### config.mk
export PLATFORM = sky130hd
export DESIGN_NAME = regfile_write_arbiter_flat
export DESIGN_NICKNAME = d
export VERILOG_FILES = /design/src/rtl/regfile_write_arbiter_if.sv /design/src/rtl/regfile_write_arbiter.sv /design/src/flat_wrapper.sv
export SDC_FILE = /design/constraint.sdc
export NUM_CORES = 1
export LEC_CHECK = 0
export ABC_AREA = 1
export ABC_CLOCK_PERIOD_IN_PS = 9400
export BUFFER_PORTS_ARGS = -buffer_cell sky130_fd_sc_hd__buf_2
export CAP_MARGIN = 20
export CORE_ASPECT_RATIO = 0.6
export CORE_UTILIZATION = 58
export DETAILED_ROUTE_END_ITERATION = 12
export PLACE_DENSITY = 0.91
export SLEW_MARGIN = 20
export SYNTH_ARGS = -nofsm -noshare
export SYNTH_HDL_FRONTEND = slang
export SYNTH_SLANG_ARGS = --single-unit
### constraint.sdc
create_clock -name clock -period 9.4 [get_ports clock]
set_input_delay 1.88 -clock clock [delete_from_list [all_inputs] [get_ports clock]]
set_output_delay 1.88 -clock clock [all_outputs]
set_load 0.05 [all_outputs]
### src/rtl/regfile_write_arbiter_if.sv
// Writeback request channel: one requester offering a register-file write
// through a valid/ready handshake.
interface regfile_write_arbiter_if #(
  parameter int unsigned DATA_WIDTH = 64,
  parameter int unsigned ADDR_WIDTH = 5
);
  logic                  valid;
  logic                  ready;
  logic [ADDR_WIDTH-1:0] addr;
  logic [DATA_WIDTH-1:0] data;

  modport master (output valid, output addr, output data, input  ready);
  modport slave  (input  valid, input  addr, input  data, output ready);
endinterface

### src/rtl/regfile_write_arbiter.sv
// Shares the single register-file write port between the ALU (A) and load (B)
// writeback paths: one-entry buffers, round-robin grant, same-register ordering.
module regfile_write_arbiter #(
  parameter int unsigned DATA_WIDTH = 64,
  parameter int unsigned ADDR_WIDTH = 5,
  parameter int unsigned ZERO_REG   = 31,
  parameter int unsigned STALL_W    = 16
) (
  input  logic                  clock,
  input  logic                  reset,
  regfile_write_arbiter_if.slave a,
  regfile_write_arbiter_if.slave b,
  output logic                  rf_write,
  output logic [ADDR_WIDTH-1:0] rf_dataSelect,
  output logic [DATA_WIDTH-1:0] rf_dataIn,
  output logic [31:0]           pending,
  output logic [STALL_W-1:0]    stall_count
);

  localparam int unsigned NUM_REGS = 32;

  logic                  a_full_q, a_full_d, b_full_q, b_full_d;
  logic [ADDR_WIDTH-1:0] a_addr_q, a_addr_d, b_addr_q, b_addr_d;
  logic [DATA_WIDTH-1:0] a_data_q, a_data_d, b_data_q, b_data_d;
  logic                  rr_q, rr_d;     // 0: A next on contention, 1: B next
  logic                  age_q, age_d;   // 0: A older, 1: B older
  logic [ADDR_WIDTH-1:0] last_sel_q, last_sel_d;
  logic [DATA_WIDTH-1:0] last_data_q, last_data_d;
  logic [NUM_REGS-1:0]   pending_q, pending_d;
  logic [STALL_W-1:0]    stall_q, stall_d;

  logic a_fill, b_fill, gnt_a, gnt_b, both_full, same_addr, stall_inc;

  assign a.ready = ~a_full_q;
  assign b.ready = ~b_full_q;

  // Accepted writes to the zero register finish the handshake but are dropped.
  assign a_fill = a.valid & ~a_full_q & (a.addr != ADDR_WIDTH'(ZERO_REG));
  assign b_fill = b.valid & ~b_full_q & (b.addr != ADDR_WIDTH'(ZERO_REG));

  assign both_full = a_full_q & b_full_q;
  assign same_addr = (a_addr_q == b_addr_q);

  // Grant: same register goes to the older entry, otherwise round-robin.
  always_comb begin
    gnt_a = a_full_q;
    gnt_b = b_full_q;
    if (both_full) begin
      gnt_a = same_addr ? ~age_q : ~rr_q;
      gnt_b = ~gnt_a;
    end
  end

  assign stall_inc = (a_full_q & ~gnt_a) | (b_full_q & ~gnt_b);

  // Next-state for buffers, arbitration state, pending mask and stall counter.
  always_comb begin
    a_full_d    = a_fill | (a_full_q & ~gnt_a);
    b_full_d    = b_fill | (b_full_q & ~gnt_b);
    a_addr_d    = a_fill ? a.addr : a_addr_q;
    b_addr_d    = b_fill ? b.addr : b_addr_q;
    a_data_d    = a_fill ? a.data : a_data_q;
    b_data_d    = b_fill ? b.data : b_data_q;
    rr_d        = rr_q;
    age_d       = age_q;
    last_sel_d  = last_sel_q;
    last_data_d = last_data_q;
    stall_d     = stall_q;
    pending_d   = '0;

    if (both_full && !same_addr) rr_d = gnt_a;

    if (a_fill && b_fill) age_d = 1'b0;
    else if (a_fill)      age_d = 1'b1;
    else if (b_fill)      age_d = 1'b0;

    if (rf_write) begin
      last_sel_d  = rf_dataSelect;
      last_data_d = rf_dataIn;
    end

    if (stall_inc && (stall_q != {STALL_W{1'b1}})) stall_d = stall_q + STALL_W'(1);

    if (a_full_d) pending_d[a_addr_d] = 1'b1;
    if (b_full_d) pending_d[b_addr_d] = 1'b1;
  end

  always_ff @(posedge clock) begin
    if (reset) begin
      a_full_q    <= 1'b0;
      b_full_q    <= 1'b0;
      a_addr_q    <= '0;
      b_addr_q    <= '0;
      rr_q        <= 1'b0;
      age_q       <= 1'b0;
      last_sel_q  <= '0;
      last_data_q <= '0;
      pending_q   <= '0;
      stall_q     <= '0;
    end else begin
      a_full_q    <= a_full_d;
      b_full_q    <= b_full_d;
      a_addr_q    <= a_addr_d;
      b_addr_q    <= b_addr_d;
      rr_q        <= rr_d;
      age_q       <= age_d;
      last_sel_q  <= last_sel_d;
      last_data_q <= last_data_d;
      pending_q   <= pending_d;
      stall_q     <= stall_d;
    end
  end

  // Payload registers only matter while the matching full flag is set.
  always_ff @(posedge clock) begin
    a_data_q <= a_data_d;
    b_data_q <= b_data_d;
  end

  // Write port follows the grant in the same cycle; held values otherwise.
  // Reset suppresses the write so buffered entries are never committed.
  always_comb begin
    rf_write      = (gnt_a | gnt_b) & ~reset;
    rf_dataSelect = last_sel_q;
    rf_dataIn     = last_data_q;
    if (gnt_a) begin
      rf_dataSelect = a_addr_q;
      rf_dataIn     = a_data_q;
    end else if (gnt_b) begin
      rf_dataSelect = b_addr_q;
      rf_dataIn     = b_data_q;
    end
  end

  assign pending     = pending_q;
  assign stall_count = stall_q;

endmodule

### src/flat_wrapper.sv
// flat-port wrapper written by rule: the top's interface ports become plain ports
module regfile_write_arbiter_flat 
#(
  parameter int unsigned DATA_WIDTH = 64,
  parameter int unsigned ADDR_WIDTH = 5,
  parameter int unsigned ZERO_REG   = 31,
  parameter int unsigned STALL_W    = 16
)
  (clock, reset, rf_write, rf_dataSelect, rf_dataIn, pending, stall_count, a_valid, a_addr, a_data, a_ready, b_valid, b_addr, b_data, b_ready);
  regfile_write_arbiter_if #(.DATA_WIDTH(DATA_WIDTH), .ADDR_WIDTH(ADDR_WIDTH)) a_i ();
  regfile_write_arbiter_if #(.DATA_WIDTH(DATA_WIDTH), .ADDR_WIDTH(ADDR_WIDTH)) b_i ();
  input  logic clock;
  input  logic reset;
  output logic rf_write;
  output logic [ADDR_WIDTH-1:0] rf_dataSelect;
  output logic [DATA_WIDTH-1:0] rf_dataIn;
  output logic [31:0] pending;
  output logic [STALL_W-1:0] stall_count;
  input wire logic [$bits(a_i.valid)-1:0] a_valid;
  input wire logic [$bits(a_i.addr)-1:0] a_addr;
  input wire logic [$bits(a_i.data)-1:0] a_data;
  output wire logic [$bits(a_i.ready)-1:0] a_ready;
  input wire logic [$bits(b_i.valid)-1:0] b_valid;
  input wire logic [$bits(b_i.addr)-1:0] b_addr;
  input wire logic [$bits(b_i.data)-1:0] b_data;
  output wire logic [$bits(b_i.ready)-1:0] b_ready;
  assign a_i.valid = a_valid;
  assign a_i.addr = a_addr;
  assign a_i.data = a_data;
  assign a_ready = a_i.ready;
  assign b_i.valid = b_valid;
  assign b_i.addr = b_addr;
  assign b_i.data = b_data;
  assign b_ready = b_i.ready;
  regfile_write_arbiter #(.DATA_WIDTH(DATA_WIDTH), .ADDR_WIDTH(ADDR_WIDTH), .ZERO_REG(ZERO_REG), .STALL_W(STALL_W)) u_core (.clock(clock), .reset(reset), .a(a_i), .b(b_i), .rf_write(rf_write), .rf_dataSelect(rf_dataSelect), .rf_dataIn(rf_dataIn), .pending(pending), .stall_count(stall_count));
endmodule
==> impl_results.md, run 1 <==
* Core area at 18450 um2
* R2R setup slack at 5.48 ns
* Worst Path Arrival at 4.48 ns
* # clock sinks at ~260
* Post-detail-place hpwl at between 15000 and 20000 um
* Hold Crit Class: flip-flop to flip-flop
* Number of synthesized flops with an enable pin at 128
* Num CTS Buffers at 24
* Width of the die at 181.3 um
* RSZ-0062 raised after global routing: no
* Die height at 109.6 um
* Final period util at 0.6767
* CP Launch Type: flip-flop
* Pwr dens at between 200 and 250 nW/um2
* Die area at approximately 20000 um2
* Finished Core Util at 0.7256
* Routability cong. at 0.9571
* Initial core utilization at 0.6062
* Post-synthesis register bit count at about 260
* Final setup TNS at 0 ns
* DR WL/cell at roughly 16 um
* Register area at between 6000 and 7000 um2
* Area of the multi-input gates at 3750 um2
* Commonest non-fill, non-tap cell in the layout: nand2_1
* Grt ovf at 0
* Critical setup path kind: flip-flop to primary output
* Std-Cell Rows at 38
* F_max at roughly 0.16 GHz
* DRC at 0
* Slew margin rel. at 0.3784
* CP Max Fanout at 73
* Hold-fix buffers, CTS at 0
* H-tree Lvls at 1
* Vias/cell at 5.457
* WP data required at 7.52 ns
* Sequential fraction of the synthesis area at 0.5782
* Count of cell types in the netlist at 34
* Placed instance count at 1689
* Fillers at 1336
* CTS clock-pin slew for the worst setup and hold paths at about 0.06 ns
* CTS tree: yes
* Post-CTS sizing at 0
* Non-Filler Instances at 1734
* Crit path time final at 6.361 ns
* Most frequent cells in the layout: nand2_1 (294), buf_2 (261), inv_1 (176)
* Post-CTS Setup Inserts at 0
* Crit-path cells: buf_4, nand2_1, inv_1, nand3_4, nand2_2, buf_4, nand2_1, nand2_1, inv_1, buf_2
* Vias at roughly 9500
* Fin. Hold Viols at 0
* CP dominant cell by count: nand2_1
* Fraction of registers with async set/reset at 0
* Static Leak at 6.464 nW
* Root buf cell: clkbuf_16
* Cell count after synthesis at 1241
* Antenna-violating nets left at 0
* Port Buffers at between 200 and 300
* Post-Syn Nets at 1384
* Hold Slack at 0.4712 ns
* First-pass GRT wire length at between 40000 and 50000 um
* All-Layer GR Usage at 0.2846
* Worst-Skew Late Latency at 0.51 ns
* Status: finished, final reports clean
* Worst setup EP type: primary output
* Crit path max-delay family: simple AND/OR/NAND/NOR gates
* DRT Pass-1 Iters at 8
* Mapped Area at 11180 um2
* DR iter-0 viols at 875
* Deepest clock path buffer count at 3
* Layout cell share with drive strength beyond 1 at 0.2339
* Max-Cap Viols at 0
* Slew Viols, Final at 0
* Tightest Pin Transition at 0.9324 ns
* Max incr delay on CP at 0.77 ns
* Final setup fails at 0
* Total Nets Final at 1618
* Initial antenna violation count at 5
* CP max stage cell: nand2_2
* WL final at 28460 um
* Io pins at 262
* Area Growth Syn to Fin at 19.69%
* Yosys warning count at 0
* Setup Skew at 0.01083 ns
* Largest net degree at the start of global routing at 88
* CP bufs+invs at 5
* Vias in the first global route at 8775
* Most common flop cell mapped by yosys: dfxtp_1
* Mean post-synth cell area at 9.011 um2
* Peak VDD IR at 252.1 uV
sequential cells by signal, summed over array words and instances, names as in the netlist:
register / cells
u_core.a_addr_q: 5
u_core.a_data_q: 64
u_core.a_full_q: 1
u_core.age_q: 1
u_core.b_addr_q: 5
u_core.b_data_q: 64
u_core.b_full_q: 1
u_core.last_data_q: 64
u_core.last_sel_q: 5
u_core.pending: 32
u_core.rr_q: 1
u_core.stall_count: 16
worst paths after layout:
check,start,cells past startpoint,endpoint
max,u_core.b_full_q$_SDFF_PP0_,10,rf_dataIn[21]
min,u_core.stall_count[4]$_SDFFE_PP0P_,2,u_core.stall_count[4]$_SDFFE_PP0P_
max reg2reg,u_core.b_full_q$_SDFF_PP0_,9,u_core.last_data_q[21]$_SDFFE_PP0P_
min reg2reg,u_core.stall_count[4]$_SDFFE_PP0P_,2,u_core.stall_count[4]$_SDFFE_PP0P_
report_power, final:
part	switching (mW)	internal [mW]	leakage (nW)	total (mW)
sequential	0.0364	1.27	2.31	1.31
combinational	0.430	0.145	3.77	0.576
clock	0.417	0.558	0.388	0.975
synth_stat cells (5+ instances only):
master    instances  area share
nand2_1         294       0.099
inv_1           178       0.060
dfxtp_1         131        0.23
edfxtp_1        128        0.34
a21oi_1         123       0.055
nand3_1          91       0.041
mux2i_1          69       0.062
nor2_1           61       0.020
o21ai_0          31       0.014
clkbuf_1         26      0.0087
buf_1            16      0.0054
buf_2            11      0.0049
nand4_1          11      0.0062
a21oi_2          10      0.0078
nor3_1           10      0.0045
nor2_2            8      0.0045
inv_2             7      0.0023
buf_4             5      0.0034
cell families (layout without fill, tap and decap cells):
| family | count (synthesis) | count (layout) | share of synthesized area |
|---|---|---|---|
| other cells | 0 | 2 | 0 |
| buf+inv | 246 | 497 | 0.08749 |
| simple gates | 486 | 486 | 0.1828 |
| mux | 69 | 69 | 0.06176 |
| fa+ha+maj | 1 | 1 | 0.001119 |
| compound gates | 175 | 175 | 0.08469 |
| xor+xnor | 5 | 5 | 0.003917 |
| flops | 259 | 259 | 0.5782 |
layer usage:
metal / up-vias / track usage / routed length [um]
met4: 2 / 0.08535 / 703
met1: 4353 / 0.3885 / 12000
met2: 550 / 0.4481 / 12600
met3: 55 / 0.07685 / 3135
met5: - / 0 / 11
li1: 4502 / - / -
final cells by class:
cell class / count / area share
tap: 240 / 0.02243
sequential: 259 / 0.4835
timing repair buffer: 269 / 0.1021
inverter: 185 / 0.05188
multi-input combinational: 736 / 0.2801
clock buffer: 35 / 0.05328
clock inverter: 8 / 0.006356
antenna: 2 / 0.0003739
per-stage QoR:
| step | cell area, um2 | setup slack (ns) | power [mW] |
|---|---|---|---|
| 2_1_floorplan | 11180 | 4.393 | 1.744 |
| 3_3_place_gp | 12580 | 3.746 | 1.881 |
| 3_5_place_dp | 12580 | 3.685 | 1.898 |
| 4_1_cts | 13380 | 3.073 | 2.867 |
| 5_1_grt | 13380 | 2.694 | 2.969 |
| 6_report | 13390 | 3.039 | 2.859 |
worst min-delay path, delay by kind of cell (launching register included):
kind            cells  cell delay (ns)
flops               1             0.33
buf+inv             1             0.06
compound gates      1             0.05
No activity file was read; power rests on OpenSTA's default activity.
==> run 2: changes to the inputs <==
--- a/config.mk
+++ b/config.mk
@@ -6,13 +6,13 @@
 export NUM_CORES = 1
 export LEC_CHECK = 0
 export ABC_AREA = 1
-export ABC_CLOCK_PERIOD_IN_PS = 9400
+export ABC_CLOCK_PERIOD_IN_PS = 5700
 export BUFFER_PORTS_ARGS = -buffer_cell sky130_fd_sc_hd__buf_2
 export CAP_MARGIN = 20
 export CORE_ASPECT_RATIO = 0.6
-export CORE_UTILIZATION = 58
+export CORE_UTILIZATION = 49
 export DETAILED_ROUTE_END_ITERATION = 12
-export PLACE_DENSITY = 0.91
+export PLACE_DENSITY = 0.83
 export SLEW_MARGIN = 20
 export SYNTH_ARGS = -nofsm -noshare
 export SYNTH_HDL_FRONTEND = slang
==> constraint.sdc (replaced) <==
create_clock -name clock -period 5.7 [get_ports clock]
set_input_delay 1.14 -clock clock [delete_from_list [all_inputs] [get_ports clock]]
set_output_delay 1.14 -clock clock [all_outputs]
set_load 0.05 [all_outputs]
==> run 2 against run 1 <==
Compared with the run above:
- clock skew rose by 0.00093 ns
- via count shrank 1.4%
- combinational power is 61% higher
- clock power is 65% higher
- sequential share of layout area is 0.29 points lower
- total power grew 64%
- global-route usage shrank 4.0 points
- utilization shrank 12 points
- largest cell class unchanged
==> impl_results.md, run 2 (synthesis results as in run 1) <==
* Status: finished, final reports clean (unchanged)
* H-tree Lvls at 1 (unchanged)
* CP dominant cell by count: nand2_1 (unchanged)
* Final period util at 0.7826
* Fillers at 1870 (was 1336)
* CTS clock-pin slew for the worst setup and hold paths at 0.07 ns (was 0.06 ns)
* Largest net degree at the start of global routing at 76 (was 88)
* WL final at 29020 um (was 28460 um)
* Vias at 9329 (was 9462)
* Slew Viols, Final at 0 (unchanged)
* # clock sinks at 259 (unchanged)
* Vias in the first global route at 8848 (was 8775)
* Worst hold start: u_core.stall_count[4]$_SDFFE_PP0P_ (unchanged)
* Layout cell share with drive strength beyond 1 at 0.2328 (was 0.2339)
* CP Max Fanout at 69 (was 73)
* CP bufs+invs at 4 (was 5)
* F_max at around 0.22 GHz
* Cell area after layout at 13470 um2 (was 13390 um2)
* R2R cell count at 6 (was 9)
* Worst setup EP type: primary output (unchanged)
* Max incr delay on CP at 1.03 ns (was 0.77 ns)
* Routability cong. at 0.9540 (was 0.9571)
* Grt ovf at 0 (unchanged)
* Core area at 22230 um2 (was 18450 um2)
* Fin. Hold Viols at 0 (unchanged)
* Slew margin rel. at 0.2924 (was 0.3784)
* Total Nets Final at 1620 (was 1618)
* Peak VDD IR at 297.4 uV (was 252.1 uV)
* Post-CTS Setup Inserts at 0 (unchanged)
* Antenna-violating nets left at 0 (unchanged)
* Root buf cell: clkbuf_16 (unchanged)
* Largest regs: u_core.a_data_q x64, u_core.b_data_q x64, u_core.last_data_q x64 (unchanged)
* Area after DPL at 12670 um2 (was 12580 um2)
* CP Depth at 9 (was 10)
* Deepest clock path buffer count at 3 (unchanged)
* Std-Cell Rows at 42 (was 38)
* Cells on Worst Hold Path at 2 (unchanged)
* DRC at 0 (unchanged)
* CP Launch Type: flip-flop (unchanged)
* Vias/cell at 5.166 (was 5.457)
* Io pins at 262 (unchanged)
* Crit path time final at 4.461 ns
* Hold Crit Class: flip-flop to flip-flop (unchanged)
* CTS tree: yes (unchanged)
* RSZ-0062 raised after global routing: no (unchanged)
* Post-detail-place hpwl at 19360 um (was 18840 um)
* Critical setup path kind: flip-flop to primary output (unchanged)
* Port Buffers at 261 (unchanged)
* All-Layer GR Usage at 0.2446 (was 0.2846)
* Max-Cap Viols at 0 (unchanged)
* DR iter-0 viols at 679 (was 875)
* Final setup TNS at 0 ns (unchanged)
* DR WL/cell at 16.07 um (was 16.41 um)
* Static Leak at 6.466 nW (was 6.464 nW)
* Final setup fails at 0 (unchanged)
* Reg2reg start: u_core.b_full_q$_SDFF_PP0_ (unchanged)
* Crit path max-delay family: buffers and inverters (was simple AND/OR/NAND/NOR gates)
* Commonest non-fill, non-tap cell in the layout: nand2_1 (unchanged)
* R2R setup slack at 2.37 ns (was 5.48 ns)
* Hold-fix buffers, CTS at 0 (unchanged)
* Width of the die at 197.0 um (was 181.3 um)
* Worst setup startpoint: u_core.b_full_q$_SDFF_PP0_ (unchanged)
* Most frequent cells in the layout: nand2_1 (294), buf_2 (261), inv_1 (176) (unchanged)
* Post-CTS sizing at 0 (unchanged)
* Crit-path cells: nand2_1, inv_1, nand3_4, nand2_2, buf_4, nand2_1, nand2_1, inv_1, buf_2 (was buf_4, nand2_1, inv_1, nand3_4, nand2_2, buf_4, nand2_1, nand2_1, inv_1, buf_2)
* Die area at 23450 um2 (was 19860 um2)
* WP data required at 4.56 ns (was 7.52 ns)
* Die height at 119.0 um (was 109.6 um)
* Area Growth Syn to Fin at 20.41% (was 19.69%)
* Pwr dens at 348.9 nW/um2 (was 213.6 nW/um2)
* Worst-Skew Late Latency at 0.53 ns (was 0.51 ns)
* Tightest Pin Transition at 1.061 ns (was 0.9324 ns)
* CP Capture Point: rf_dataIn[46] (was rf_dataIn[21])
* Initial core utilization at 0.5031 (was 0.6062)
* Num CTS Buffers at 25 (was 24)
* FF-to-FF End: u_core.last_data_q[46]$_SDFFE_PP0P_ (was u_core.last_data_q[21]$_SDFFE_PP0P_)
* Worst Path Arrival at 3.32 ns (was 4.48 ns)
* CP max stage cell: dfxtp_2 (was nand2_2)
* DRT Pass-1 Iters at 9 (was 8)
* Initial antenna violation count at 2 (was 5)
* First-pass GRT wire length at 45480 um (was 44290 um)
* Setup Skew at 0.01176 ns (was 0.01083 ns)
-- run 2: cell count changes in the layout (fill, tap and decap cells not counted) --
| cell | change |
|---|---|
| buf_4 | +1 |
| clkbuf_1 | +1 |
| clkbuf_16 | +1 |
| clkbuf_8 | -3 |
| clkinv_1 | +3 |
| clkinv_2 | +2 |
| clkinv_8 | -1 |
| clkinvlp_4 | -1 |
| diode_2 | +1 |
-- run 2: tightest hold or removal path, delay by kind of cell, from the launching register on --
kind / cells / cell delay (ns)
DFF: 1 / 0.33
AOI/OAI and AO/OA: 1 / 0.05
buffers and inverters: 1 / 0.06
-- run 2: area by class of cell --
type,count,area [um2],area share
multi-input cells,736,3750,0.2785
clock inverters,11,82.58,0.006133
well taps,308,385.4,0.02862
repair buffers,270,1374,0.1020
inverters,185,694.4,0.05157
flip-flops and latches,259,6471,0.4806
diodes,3,7.507,0.0005575
clock buffers,34,700.7,0.05203
-- run 2: per-layer routing --
metal	part of all wire	global-route usage
met5	0.00045	0
met3	0.097	0.05126
met4	0.021	0.06492
met1	0.45	0.3559
met2	0.43	0.3697
-- run 2: where the power goes --
part / leakage, nW / total (mW) / internal (mW) / switching, mW
logic: 3.77 / 0.926 / 0.240 / 0.686
registers: 2.31 / 2.17 / 2.10 / 0.0710
clock network: 0.385 / 1.61 / 0.907 / 0.698
-- run 2: how the worst min path moves through the flow --
stage | endpoint
after global routing | u_core.stall_count[4]$_SDFFE_PP0P_
after CTS | u_core.stall_count[4]$_SDFFE_PP0P_
after floorplan | u_core.age_q$_SDFFE_PP0P_
after detailed placement | u_core.stall_count[4]$_SDFFE_PP0P_
final | u_core.stall_count[4]$_SDFFE_PP0P_
after global placement | u_core.stall_count[4]$_SDFFE_PP0P_
-- run 2: metrics by stage --
step	setup slack (ns)	hold slack, ns	instances	util	power, mW
floorplan	2.107	0.4588	1241	-	2.876
global placement	1.892	0.4698	1758	0.5702	3.101
detailed placement	1.830	0.4758	1758	0.5702	3.128
CTS	1.257	0.4891	1803	0.6054	4.728
global route	1.018	0.5134	1804	0.6055	4.901
finish	1.239	0.4858	1806	0.6058	4.698
